[src/rtl/mem_burst_writer.sv]
// mem_burst_writer: takes a burst request and streams words into memory as single-word writes.
// Define MEM_WRITER_VERIFY_EN to add a read-back compare of every burst before done.
module mem_burst_writer #(
  parameter int DATA_WIDTH = 32,
  parameter int ADDR_WIDTH = 32,
  parameter int MAX_BURST  = 16
) (
  input  logic                  clock,
  input  logic                  reset,
  input  logic                  req_valid,
  output logic                  req_ready,
  input  logic [ADDR_WIDTH-1:0] req_addr,
  input  logic [1:0]            req_size,
  input  logic                  wr_valid,
  output logic                  wr_ready,
  input  logic [DATA_WIDTH-1:0] wr_data,
  output logic [ADDR_WIDTH-1:0] mem_address,
  output logic [DATA_WIDTH-1:0] mem_data_in,
  output logic [1:0]            mem_access_size,
  output logic                  mem_rw,
  output logic                  mem_enable,
  input  logic                  mem_busy,
  input  logic [DATA_WIDTH-1:0] mem_data_out,
  output logic                  done,
  output logic                  error
);

  // state  | meaning
  // IDLE   | waiting for a request, req_ready high
  // WRITE  | one memory write per wr_valid/wr_ready handshake
  // VERIFY | re-read the burst and compare with the buffer (verify builds only)
  // DONE   | one-cycle done pulse, error = latched flag
  localparam logic [1:0] S_IDLE   = 2'd0;
  localparam logic [1:0] S_WRITE  = 2'd1;
  localparam logic [1:0] S_DONE   = 2'd3;
  localparam int         CNT_W    = $clog2(MAX_BURST + 1);

  logic [1:0]            state;
  logic [ADDR_WIDTH-1:0] cur_addr;
  logic [CNT_W-1:0]      remaining;
  logic                  err_flag;
  logic [CNT_W-1:0]      req_len;
  logic                  wr_fire;
  logic                  last_word;

  always_comb begin
    case (req_size)
      2'b00:   req_len = CNT_W'(1);
      2'b01:   req_len = CNT_W'(4);
      2'b10:   req_len = CNT_W'(8);
      default: req_len = CNT_W'(16);
    endcase
  end

  assign req_ready       = (state == S_IDLE);
  assign wr_ready        = (state == S_WRITE) && !mem_busy;
  assign wr_fire         = wr_valid && wr_ready;
  assign last_word       = (remaining == CNT_W'(1));
  assign done            = (state == S_DONE);
  assign error           = done && err_flag;
  assign mem_access_size = 2'b00;

`ifdef MEM_WRITER_VERIFY_EN
  localparam logic [1:0] S_VERIFY = 2'd2;
  localparam int         IDX_W    = (MAX_BURST > 1) ? $clog2(MAX_BURST) : 1;

  logic [DATA_WIDTH-1:0] vbuf [MAX_BURST];
  logic [ADDR_WIDTH-1:0] base_addr;
  logic [CNT_W-1:0]      burst_len;
  logic [IDX_W-1:0]      buf_idx;
  logic [IDX_W-1:0]      rd_idx;
  logic [IDX_W-1:0]      pend_idx;
  logic                  pend;
  logic                  rd_fire;

  // In VERIFY, remaining counts reads still to issue.
  assign rd_fire = (state == S_VERIFY) && (remaining != '0) && !mem_busy;

  always_ff @(posedge clock) begin
    if (wr_fire) vbuf[buf_idx] <= wr_data;
  end
`else
  logic unused_rd_data;
  assign unused_rd_data = ^mem_data_out;
`endif

  always_comb begin
    mem_enable  = 1'b0;
    mem_rw      = 1'b0;
    mem_address = cur_addr;
    mem_data_in = wr_data;
    if (wr_fire) mem_enable = 1'b1;
`ifdef MEM_WRITER_VERIFY_EN
    if (rd_fire) begin
      mem_enable = 1'b1;
      mem_rw     = 1'b1;
    end
`endif
  end

  always_ff @(posedge clock) begin
    if (reset) begin
      state     <= S_IDLE;
      cur_addr  <= '0;
      remaining <= '0;
      err_flag  <= 1'b0;
`ifdef MEM_WRITER_VERIFY_EN
      base_addr <= '0;
      burst_len <= '0;
      buf_idx   <= '0;
      rd_idx    <= '0;
      pend_idx  <= '0;
      pend      <= 1'b0;
`endif
    end else begin
      case (state)
        S_IDLE: begin
          if (req_valid) begin
            cur_addr  <= req_addr;
            remaining <= req_len;
`ifdef MEM_WRITER_VERIFY_EN
            base_addr <= req_addr;
            burst_len <= req_len;
            buf_idx   <= '0;
`endif
            if (req_addr[1:0] != 2'b00) begin
              err_flag <= 1'b1;
              state    <= S_DONE;
            end else begin
              state <= S_WRITE;
            end
          end
        end
        S_WRITE: begin
          if (wr_fire) begin
            cur_addr  <= cur_addr + ADDR_WIDTH'(4);
            remaining <= remaining - CNT_W'(1);
`ifdef MEM_WRITER_VERIFY_EN
            buf_idx   <= buf_idx + IDX_W'(1);
            if (last_word) begin
              state     <= S_VERIFY;
              cur_addr  <= base_addr;
              remaining <= burst_len;
              rd_idx    <= '0;
              pend      <= 1'b0;
            end
`else
            if (last_word) state <= S_DONE;
`endif
          end
        end
`ifdef MEM_WRITER_VERIFY_EN
        S_VERIFY: begin
          // Read data returns one cycle after issue, so compare lags the read by one.
          pend     <= rd_fire;
          pend_idx <= rd_idx;
          if (pend && (mem_data_out != vbuf[pend_idx])) err_flag <= 1'b1;
          if (rd_fire) begin
            cur_addr  <= cur_addr + ADDR_WIDTH'(4);
            remaining <= remaining - CNT_W'(1);
            rd_idx    <= rd_idx + IDX_W'(1);
          end else if (remaining == '0) begin
            state <= S_DONE;
          end
        end
`endif
        S_DONE: begin
          state    <= S_IDLE;
          err_flag <= 1'b0;
        end
        default: state <= S_IDLE;
      endcase
    end
  end

endmodule

[config.mk]
export PLATFORM = sky130hd
export DESIGN_NAME = mem_burst_writer
export DESIGN_NICKNAME = d
export VERILOG_FILES = /design/src/rtl/mem_burst_writer.sv
export SDC_FILE = /design/constraint.sdc
export NUM_CORES = 1
export LEC_CHECK = 0
export CORE_ASPECT_RATIO = 0.8
export CORE_UTILIZATION = 65
export CTS_CLUSTER_SIZE = 24
export DETAILED_ROUTE_END_ITERATION = 6
export DONT_BUFFER_PORTS = 1
export PLACE_DENSITY = 0.81
export SYNTH_ARGS = -nofsm -noshare
export SYNTH_HDL_FRONTEND = slang
export SYNTH_SLANG_ARGS = --single-unit
[constraint.sdc]
create_clock -name clock -period 2.65 [get_ports clock]
set_input_delay 0.795 -clock clock [delete_from_list [all_inputs] [get_ports clock]]
set_output_delay 0.795 -clock clock [all_outputs]
set_load 0.02 [all_outputs]
==> run_results.csv, run 1 <==
group,metric,value,unit
placement,pre_cts_ws,0.3964,ns
pwr,pwr-share-comb,18.2,%
clock_tree,cts_tree,"yes",
clock_tree,cts-root-buf,"clkbuf_8",
drt,vias_per_cell,6.894,
logic_synthesis,yosys.area_share.simple,29.08,%
cells_and_area,final_nets,437,
timing,holdWs,0.5008,ns
logic_synthesis,synth_compound_area_share,22.97,%
logic_synthesis,syn_inst,371,
grt,antenna_found_initial,0,
cells_and_area,drive_gt1_share,7.831,%
logic_synthesis,ys_types,55,
logic_synthesis,synth_seq_cells,40,
worst_setup_path,crit_fanout,16,
die,io_pins,175,
pwr,p_sw_share,32.35,%
drt,drt_iter0_markers,134,
min_path,hp-class,"reg -> reg",
clock_tree,clk_pin_slew_worst_paths,0.08,ns
worst_setup_path,worst_setup_path_start_kind,"flip-flop",
grt,grt_pass1_vias,2436,
die,fp.dieH,60.54,um
run_status,status,"completed",
timing,worstMarginPinSlew,0.5755,ns
timing,setup_ws,0.3340,ns
timing,fmax,431.8,MHz
cells_and_area,layout_common_cells,"dfxtp_1 (40), nor2_1 (38), a21oi_1 (32)",
logic_synthesis,async_flop_share,0,%
clock_tree,cts_max_level,2,
logic_synthesis,syn_area_per_cell,7.504,um2
logic_synthesis,netlist_area,2784,um2
timing,drv_slew,0,
logic_synthesis,synth_top_area_share,28.76,%
logic_synthesis,yosys_warnings,0,
timing,hold_violations,0,
logic_synthesis,synth_top_family_by_area,"simple AND/OR/NAND/NOR gates",
timing,post-route-period-util,87.40,%
pwr,p_clk_share,34.9,%
timing,setup_viol,0,
grt,grt_max_degree,51,
pwr,p_per_area,602.3,nW/um2
logic_synthesis,ys_seq_area_share,28.76,%
grt,grt_pass1_wl,11500,um
placement,io_buffers,0,
logic_synthesis,yosys_most_used_dff,"dfxtp_1",
clock_tree,cts_made_buffers,5,
pwr,p_int,1.096,mW
clock_tree,cts_setup_buffers,0,
timing,slew-limit-headroom,61.34,%
logic_synthesis,muxShareOfSynthArea,2.921,%
timing,fin_setup_tns,0,ns
worst_setup_path,cp-end-kind,"output pin",
logic_synthesis,synth_largest_area_cell,"dfxtp_1",
cells_and_area,n_antenna_cell,0,
drt,drtPass1Iterations,5,
cells_and_area,area_growth,-3.371,%
logic_synthesis,synth-edff-count,0,
flow_run,drv_cap,0,
timing,finalClockSkew,0.009075,ns
timing,rsz0062_at_grt,"no",
timing,final.min_clock_period,2.316,ns
drt,drc,0,
cells_and_area,final_common_cell,"dfxtp_1",
die,core_area,3954,um2
pwr,p_seq_share,47.0,%
clock_tree,clockBufferDepth,2,
die,rows,20,
worst_setup_path,crit_required,1.86,ns
drt,via_count,2668,
die,dieArea,4550,um2
clock_tree,clock_sinks,40,
drt,ant_nets,0,
cells_and_area,final_util,68.04,%
worst_setup_path,arrival,1.52,ns
worst_setup_path,path_class,"reg -> out",
clock_tree,ctsHoldBuffers,0,
placement,place_congestion,0.8499,
grt,grt_usage,33.63,%
clock_tree,cts_resized,0,
die,die_width,75.17,um
pwr,netSwitchingPower,0.5241,mW
pwr,leakage,0.9634,nW
worst_setup_path,rrSetupSlack,0.56,ns
grt,overflow,0,
drt,routedWlPerCell,19.00,um
pwr,peakVddDrop,383.2,uV
logic_synthesis,synthAdderAreaFrac,1.348,%
die,start_util,70.41,%
placement,dp_hpwl,5109,um
clock_tree,clkLatencyLatePin,0.30,ns
drt,wl,7353,um
logic_synthesis,yosys-top-cells-area,"dfxtp_1 (29%), buf_4 (9.7%), a21oi_1 (5.8%)",
logic_synthesis,synth_xor_area_share,0,%
==> per-stage QoR <==
stage                     instance area (um2)  std cells  total power [mW]
after global placement                   2564        379             1.046
after floorplan                          2791        373             1.067
after detailed placement                 2564        379             1.061
after CTS                                2690        387             1.605
final                                    2690        387             1.620
after global routing                     2690        387             1.689
==> final timing paths <==
check	startpoint	end	cells after the start
max	state[1]	mem_enable	2
min	err_flag	err_flag	2
max reg2reg	mem_address[2]	mem_address[30]	6
min reg2reg	err_flag	err_flag	2
==> cell usage after synthesis (6+ instances only) <==
library cell  count
a22oi_1           6
buf_2            14
o22ai_1           7
nor3_1           13
nor4_1            8
dfxtp_1          40
nand2b_1          7
inv_1            10
mux2i_1           7
a21oi_1          32
and2_1            6
clkbuf_1          7
nand3_1          15
and3_1            7
nand2_1          29
o21ai_0          15
nor2_1           38
a31oi_1          11
buf_4            36
nand4_1           8
==> power groups by stage <==
stage	combinational [mW]	sequential [mW]	clock [mW]
final	0.294	0.761	0.565
after global routing	0.328	0.770	0.592
after CTS	0.290	0.759	0.556
after detailed placement	0.288	0.773	0
after global placement	0.275	0.771	0
after floorplan	0.303	0.763	0
==> layer usage <==
metal  track usage [%]  vias up  wire (um)
li1                  -     1229          -
met2             53.28      167       3428
met3             11.96       26        821
met4             13.49        0        167
met5                 0        -          0
met1             42.20     1246       2936
==> sequential cells by signal, summed over array words and instances (netlist names) <==
register     flops
mem_address     32
remaining        5
err_flag         1
state            2
==> cell type report <==
type | count | area (um2)
repair buffers | 10 | 75.07
clock buffers | 7 | 96.34
inverters | 10 | 37.54
fillers | 341 | 1264
multi-input cells | 264 | 1582
well taps | 55 | 68.82
clock inverters | 1 | 30.03
flip-flops and latches | 40 | 800.8
==> kinds of logic after synthesis <==
group	after synthesis
simple gates	149
other cells	1
flops	40
mux	8
fa+ha+maj	3
compound gates	101
buf+inv	69
==> worst max-delay path, cell delays in order (launching register included) <==
cell,delay [ns]
dfxtp_1,0.40
nand2b_2,0.36
nor2_1,0.45
(Power assumes the default switching activity.)
==> inputs of run 2 (changes only) <==
Settings changed: CELL_PAD_IN_SITES_DETAIL_PLACEMENT set to 2, CELL_PAD_IN_SITES_GLOBAL_PLACEMENT set to 2, CORE_MARGIN set to 5, CORE_UTILIZATION 65 to 32, PLACE_DENSITY 0.81 to not set, PLACE_DENSITY_LB_ADDON set to 0.1.
Clock period 2.65 ns to 2.25 ns, I/O delays scaled along.
==> run 2 against run 1 <==
Cell count grew 22%. Sequential power grew 9.3%. Non-clock buffer count grew 31. Final area grew 11%. Total power grew 15%. Largest power group unchanged. Highest routed layer unchanged.
==> run_results.csv, run 2 (synthesized netlist as in run 1, its figures left out) <==
group,metric,value,unit
run_status,status,"completed",
die,fp.dieH,93.43,um
cells_and_area,area_growth,7.326,%
worst_setup_path,cp-end-kind,"output pin",
placement,pre_cts_ws,0.1158,ns
timing,rsz0062_at_grt,"no",
die,start_util,32.82,%
clock_tree,cts_made_buffers,5,
pwr,leakage,1.116,nW
timing,holdWs,0.4310,ns
grt,grt_usage,18.57,%
drt,vias_per_cell,5.618,
worst_setup_path,cp_num_buf_inv,1,
timing,fmax,512.3,MHz
grt,grt_pass1_wl,15860,um
drt,via_count,2663,
clock_tree,cts_setup_buffers,0,
grt,grt_pass1_vias,2931,
pwr,p_seq_share,44.7,%
drt,routedWlPerCell,20.42,um
clock_tree,clockBufferDepth,2,
timing,setup_ws,0.2979,ns
worst_setup_path,cp-startpoint,"state[1]",
cells_and_area,fillCellCount,1023,
worst_setup_path,ff2ff_path_depth,6,
worst_setup_path,cpMaxStageDelayCell,"dfxtp_1",
grt,overflow,0,
worst_setup_path,path_class,"reg -> out",
timing,setup_viol,0,
cells_and_area,fin_cells,474,
timing,slew-limit-headroom,63.73,%
timing,post-route-period-util,86.76,%
clock_tree,clk_pin_slew_worst_paths,0.09,ns
placement,dpl-instance-area,2880,um2
cells_and_area,largest_reg_flops,32,
pwr,p_per_area,622.1,nW/um2
timing,hold_violations,0,
placement,dp_hpwl,7153,um
worst_setup_path,slowest_delay,0.50,ns
worst_setup_path,rr_endpoint,"mem_address[30]",
worst_setup_path,crit_end,"mem_enable",
placement,place_congestion,0.7628,
die,core_area,8483,um2
drt,ant_nets,0,
drt,drt_iter0_markers,86,
clock_tree,clkLatencyLatePin,0.30,ns
timing,worstMarginPinSlew,0.5420,ns
pwr,p_clk_share,29.2,%
cells_and_area,final_nets,468,
cells_and_area,stdcell_area,2988,um2
worst_setup_path,r2r_start,"mem_address[2]",
cells_and_area,drive_gt1_share,16.02,%
min_path,hp-class,"in -> reg",
placement,dp_cells,467,
grt,grt_max_degree,43,
die,io_pins,175,
worst_setup_path,worst_setup_path_start_kind,"flip-flop",
die,rows,30,
placement,io_buffers,0,
clock_tree,ctsHoldBuffers,0,
worst_setup_path,arrival,1.28,ns
pwr,pwr-share-comb,26.1,%
worst_setup_path,crit_chain,"nand2b_2 > nor2_1 > buf_4",
cells_and_area,multi_input_area,1593,um2
pwr,p_total,1.859,mW
cells_and_area,regArea,800.8,um2
die,die_width,114.3,um
cells_and_area,final_util,35.22,%
cells_and_area,n_antenna_cell,0,
clock_tree,cts_resized,0,
worst_setup_path,cp_top_family,"flip-flops",
worst_setup_path,crit_required,1.57,ns
clock_tree,cts_tree,"yes",
die,dieArea,10680,um2
drt,wl,9681,um
timing,drv_slew,0,
timing,fin_setup_tns,0,ns
pwr,peakVddDrop,228.3,uV
clock_tree,cts-root-buf,"clkbuf_8",
timing,final.min_clock_period,1.952,ns
pwr,netSwitchingPower,0.6360,mW
worst_setup_path,rrSetupSlack,0.32,ns
timing,finalClockSkew,0.008780,ns
worst_setup_path,crit_cells,3,
pwr,p_sw_share,34.22,%
cells_and_area,layout_common_cells,"dfxtp_1 (40), buf_4 (40), nor2_1 (38)",
grt,antenna_found_initial,0,
flow_run,drv_cap,0,
clock_tree,clock_sinks,40,
worst_setup_path,crit_fanout,10,
drt,drc,0,
pwr,p_int,1.223,mW
clock_tree,cts_max_level,2,
drt,drtPass1Iterations,4,
run 2: cell count changes in the layout (fill, tap and decap cells not counted):
cell	previous run	this run
nand3_1	15	14
nand3_2	0	1
buf_4	10	40
buf_12	0	1
nor4_1	8	7
nor4_2	0	1
bufinv_16	1	0
run 2: cell type report:
class | instances | area share [%]
Clock buffer | 7 | 3.224
Multi-Input combinational cell | 264 | 53.31
Timing Repair Buffer | 41 | 10.72
Tap cell | 112 | 4.690
Sequential cell | 40 | 26.80
Inverter | 10 | 1.256
run 2: power by group through the flow:
stage	sequential [mW]	combinational, mW	clock (mW)
5_1_grt	0.843	0.542	0.583
3_3_place_gp	0.846	0.479	0
3_5_place_dp	0.848	0.490	0
6_report	0.832	0.485	0.542
4_1_cts	0.833	0.492	0.567
2_1_floorplan	0.899	0.357	0
run 2: how the worst min path moves through the flow:
stage	startpoint	depth (start not counted)	slack (ns)	to
after floorplan	err_flag	2	0.46	err_flag
after global placement	err_flag	2	0.48	err_flag
after detailed placement	err_flag	2	0.49	err_flag
after CTS	reset	1	0.42	mem_address[26]
after global routing	reset	1	0.42	mem_address[26]
final	reset	1	0.43	mem_address[26]
run 2: routing by layer:
| layer | global-route usage, % | routed length, um | share of wire (%) | up-vias |
|---|---|---|---|---|
| met2 | 30.12 | 4504 | 47 | 60 |
| li1 | - | - | - | 1287 |
| met3 | 5.627 | 569 | 5.9 | 16 |
| met5 | 0 | 0 | 0 | - |
| met1 | 23.82 | 4474 | 46 | 1300 |
| met4 | 5.242 | 133 | 1.4 | 0 |
run 2: worst register-to-register path: cells and delay by family (launching register included):
family                   cells  cell delay, ns
AND/OR/NAND/NOR              3            0.87
flip-flops                   1            0.37
adder cells (fa/ha/maj)      1            0.27
multiplexers                 1            0.23
AO/OA/AOI/OAI                1            0.08
==> inputs of run 3 (changes only) <==
Settings changed: CORE_MARGIN 5 to 2, REMOVE_ABC_BUFFERS set to 1.
==> run 3 against run 2 <==
Sequential share of layout area increased by 0.39 points. Total power increased by 2.6%. Clock power increased by 10%. Combinational power shrank 3%. Register-to-register slack got worse by 0.12 ns. Die area is 11% lower. Flip-flop and latch count unchanged. Sequential power is 1% higher. Via count up 3.5%. Largest power group unchanged. Worst setup slack lost 0.14 ns. Final area down 1.4%. Hold slack better by 0.012 ns.
==> run_results.csv, run 3 (synthesized netlist as in run 1, its figures left out) <==
group,metric,value,unit
cells_and_area,fin_cells,471,
clock_tree,clkLatencyLatePin,0.29,ns
drt,ant_nets,0,
grt,antenna_found_initial,0,
drt,drtPass1Iterations,4,
cells_and_area,multi_input_area,1582,um2
timing,hold_violations,0,
cells_and_area,n_antenna_cell,0,
clock_tree,ctsHoldBuffers,0,
drt,routedWlPerCell,25.18,um
worst_setup_path,rrSetupSlack,0.20,ns
clock_tree,cts-root-buf,"clkbuf_8",
clock_tree,cts_made_buffers,5,
clock_tree,cts_setup_buffers,0,
placement,dpl-instance-area,2838,um2
clock_tree,clockBufferDepth,2,
placement,pre_cts_ws,0.2420,ns
worst_setup_path,slowest_delay,0.41,ns
cells_and_area,largest_reg_flops,32,
timing,fmax,476.9,MHz
pwr,p_clk_share,31.3,%
worst_setup_path,arrival,1.42,ns
cells_and_area,final_common_cell,"dfxtp_1",
die,die_width,108.3,um
placement,place_congestion,0.7299,
placement,dp_cells,463,
cells_and_area,drive_gt1_share,14.48,%
run_status,status,"completed",
cells_and_area,area_growth,5.798,%
die,rows,30,
grt,overflow,0,
drt,vias_per_cell,5.854,
pwr,p_int,1.269,mW
grt,grt_pass1_vias,2789,
timing,fin_setup_tns,0,ns
worst_setup_path,crit_required,1.57,ns
drt,wl,11860,um
drt,via_count,2757,
worst_setup_path,worst_setup_path_start_kind,"flip-flop",
worst_setup_path,crit_chain,"nand2b_2 > nor2_1 > buf_4",
die,start_util,32.82,%
timing,drv_slew,0,
die,dieArea,9466,um2
pwr,p_per_area,647.8,nW/um2
pwr,p_seq_share,44.1,%
cells_and_area,stdcell_area,2945,um2
cells_and_area,fillCellCount,1046,
pwr,p_sw_share,33.46,%
placement,io_buffers,0,
cells_and_area,regArea,800.8,um2
timing,final.min_clock_period,2.097,ns
placement,dp_hpwl,8868,um
die,fp.dieH,87.43,um
die,io_pins,175,
pwr,pwr-share-comb,24.7,%
pwr,leakage,1.095,nW
clock_tree,cts_tree,"yes",
pwr,peakVddDrop,351.8,uV
worst_setup_path,crit_fanout,10,
cells_and_area,final_nets,464,
worst_setup_path,cp-end-kind,"output pin",
pwr,netSwitchingPower,0.6384,mW
cells_and_area,final_util,34.72,%
timing,post-route-period-util,93.19,%
timing,rsz0062_at_grt,"no",
worst_setup_path,cpMaxStageDelayCell,"dfxtp_1",
timing,setup_viol,0,
clock_tree,clk_pin_slew_worst_paths,0.08,ns
drt,drc,0,
drt,drt_iter0_markers,160,
cells_and_area,layout_common_cells,"dfxtp_1 (40), nor2_1 (38), buf_4 (37)",
grt,grt_max_degree,43,
min_path,hp-class,"in -> reg",
timing,finalClockSkew,0.009473,ns
flow_run,drv_cap,0,
grt,grt_usage,25.58,%
grt,grt_pass1_wl,17830,um
clock_tree,cts_max_level,2,
clock_tree,cts_resized,0,
timing,setup_ws,0.1532,ns
die,core_area,8483,um2
worst_setup_path,path_class,"reg -> out",
clock_tree,clock_sinks,40,
run 3: layout make-up:
class	instances	share of cell area, %
Inverter	10	1.274
Tap cell	112	4.758
Multi-Input combinational cell	264	53.70
Sequential cell	40	27.19
Timing Repair Buffer	37	9.431
Clock buffer	6	2.464
Clock inverter	2	1.189
run 3: path summary, 6_finish.rpt:
kind	startpoint	end	depth (start not counted)
worst max-delay path	state[1]	mem_enable	3
worst min-delay path	reset	mem_address[19]	1
worst max register to register	mem_address[2]	mem_address[30]	6
worst min register to register	err_flag	err_flag	2
run 3: layer usage:
layer	global-route usage, %	part of all wire (%)	up-vias
met3	16.08	13	6
met4	2.681	0.30	4
met2	32.82	38	137
li1	-	-	1289
met5	10.99	1.1	-
met1	35.65	47	1321
run 3: critical path: cells and delay by family (launching register included):
family | cells | cell delay (ns)
buffers and inverters | 1 | 0.20
flip-flops | 1 | 0.41
AND/OR/NAND/NOR | 2 | 0.53
run 3: metrics by stage:
stage	power (mW)	hold slack, ns
2_1_floorplan	1.143	0.4528
3_3_place_gp	1.313	0.4689
3_5_place_dp	1.329	0.4846
4_1_cts	1.936	0.4362
5_1_grt	2.036	0.4262
6_report	1.908	0.4427
run 3: power by group through the flow:
| stage | Sequential [mW] | Clock [mW] | Combinational (mW) |
|---|---|---|---|
| after global routing | 0.852 | 0.660 | 0.524 |
| final | 0.841 | 0.597 | 0.470 |
| after detailed placement | 0.858 | 0 | 0.471 |
| after global placement | 0.856 | 0 | 0.457 |
| after floorplan | 0.902 | 0 | 0.241 |
| after CTS | 0.842 | 0.621 | 0.473 |
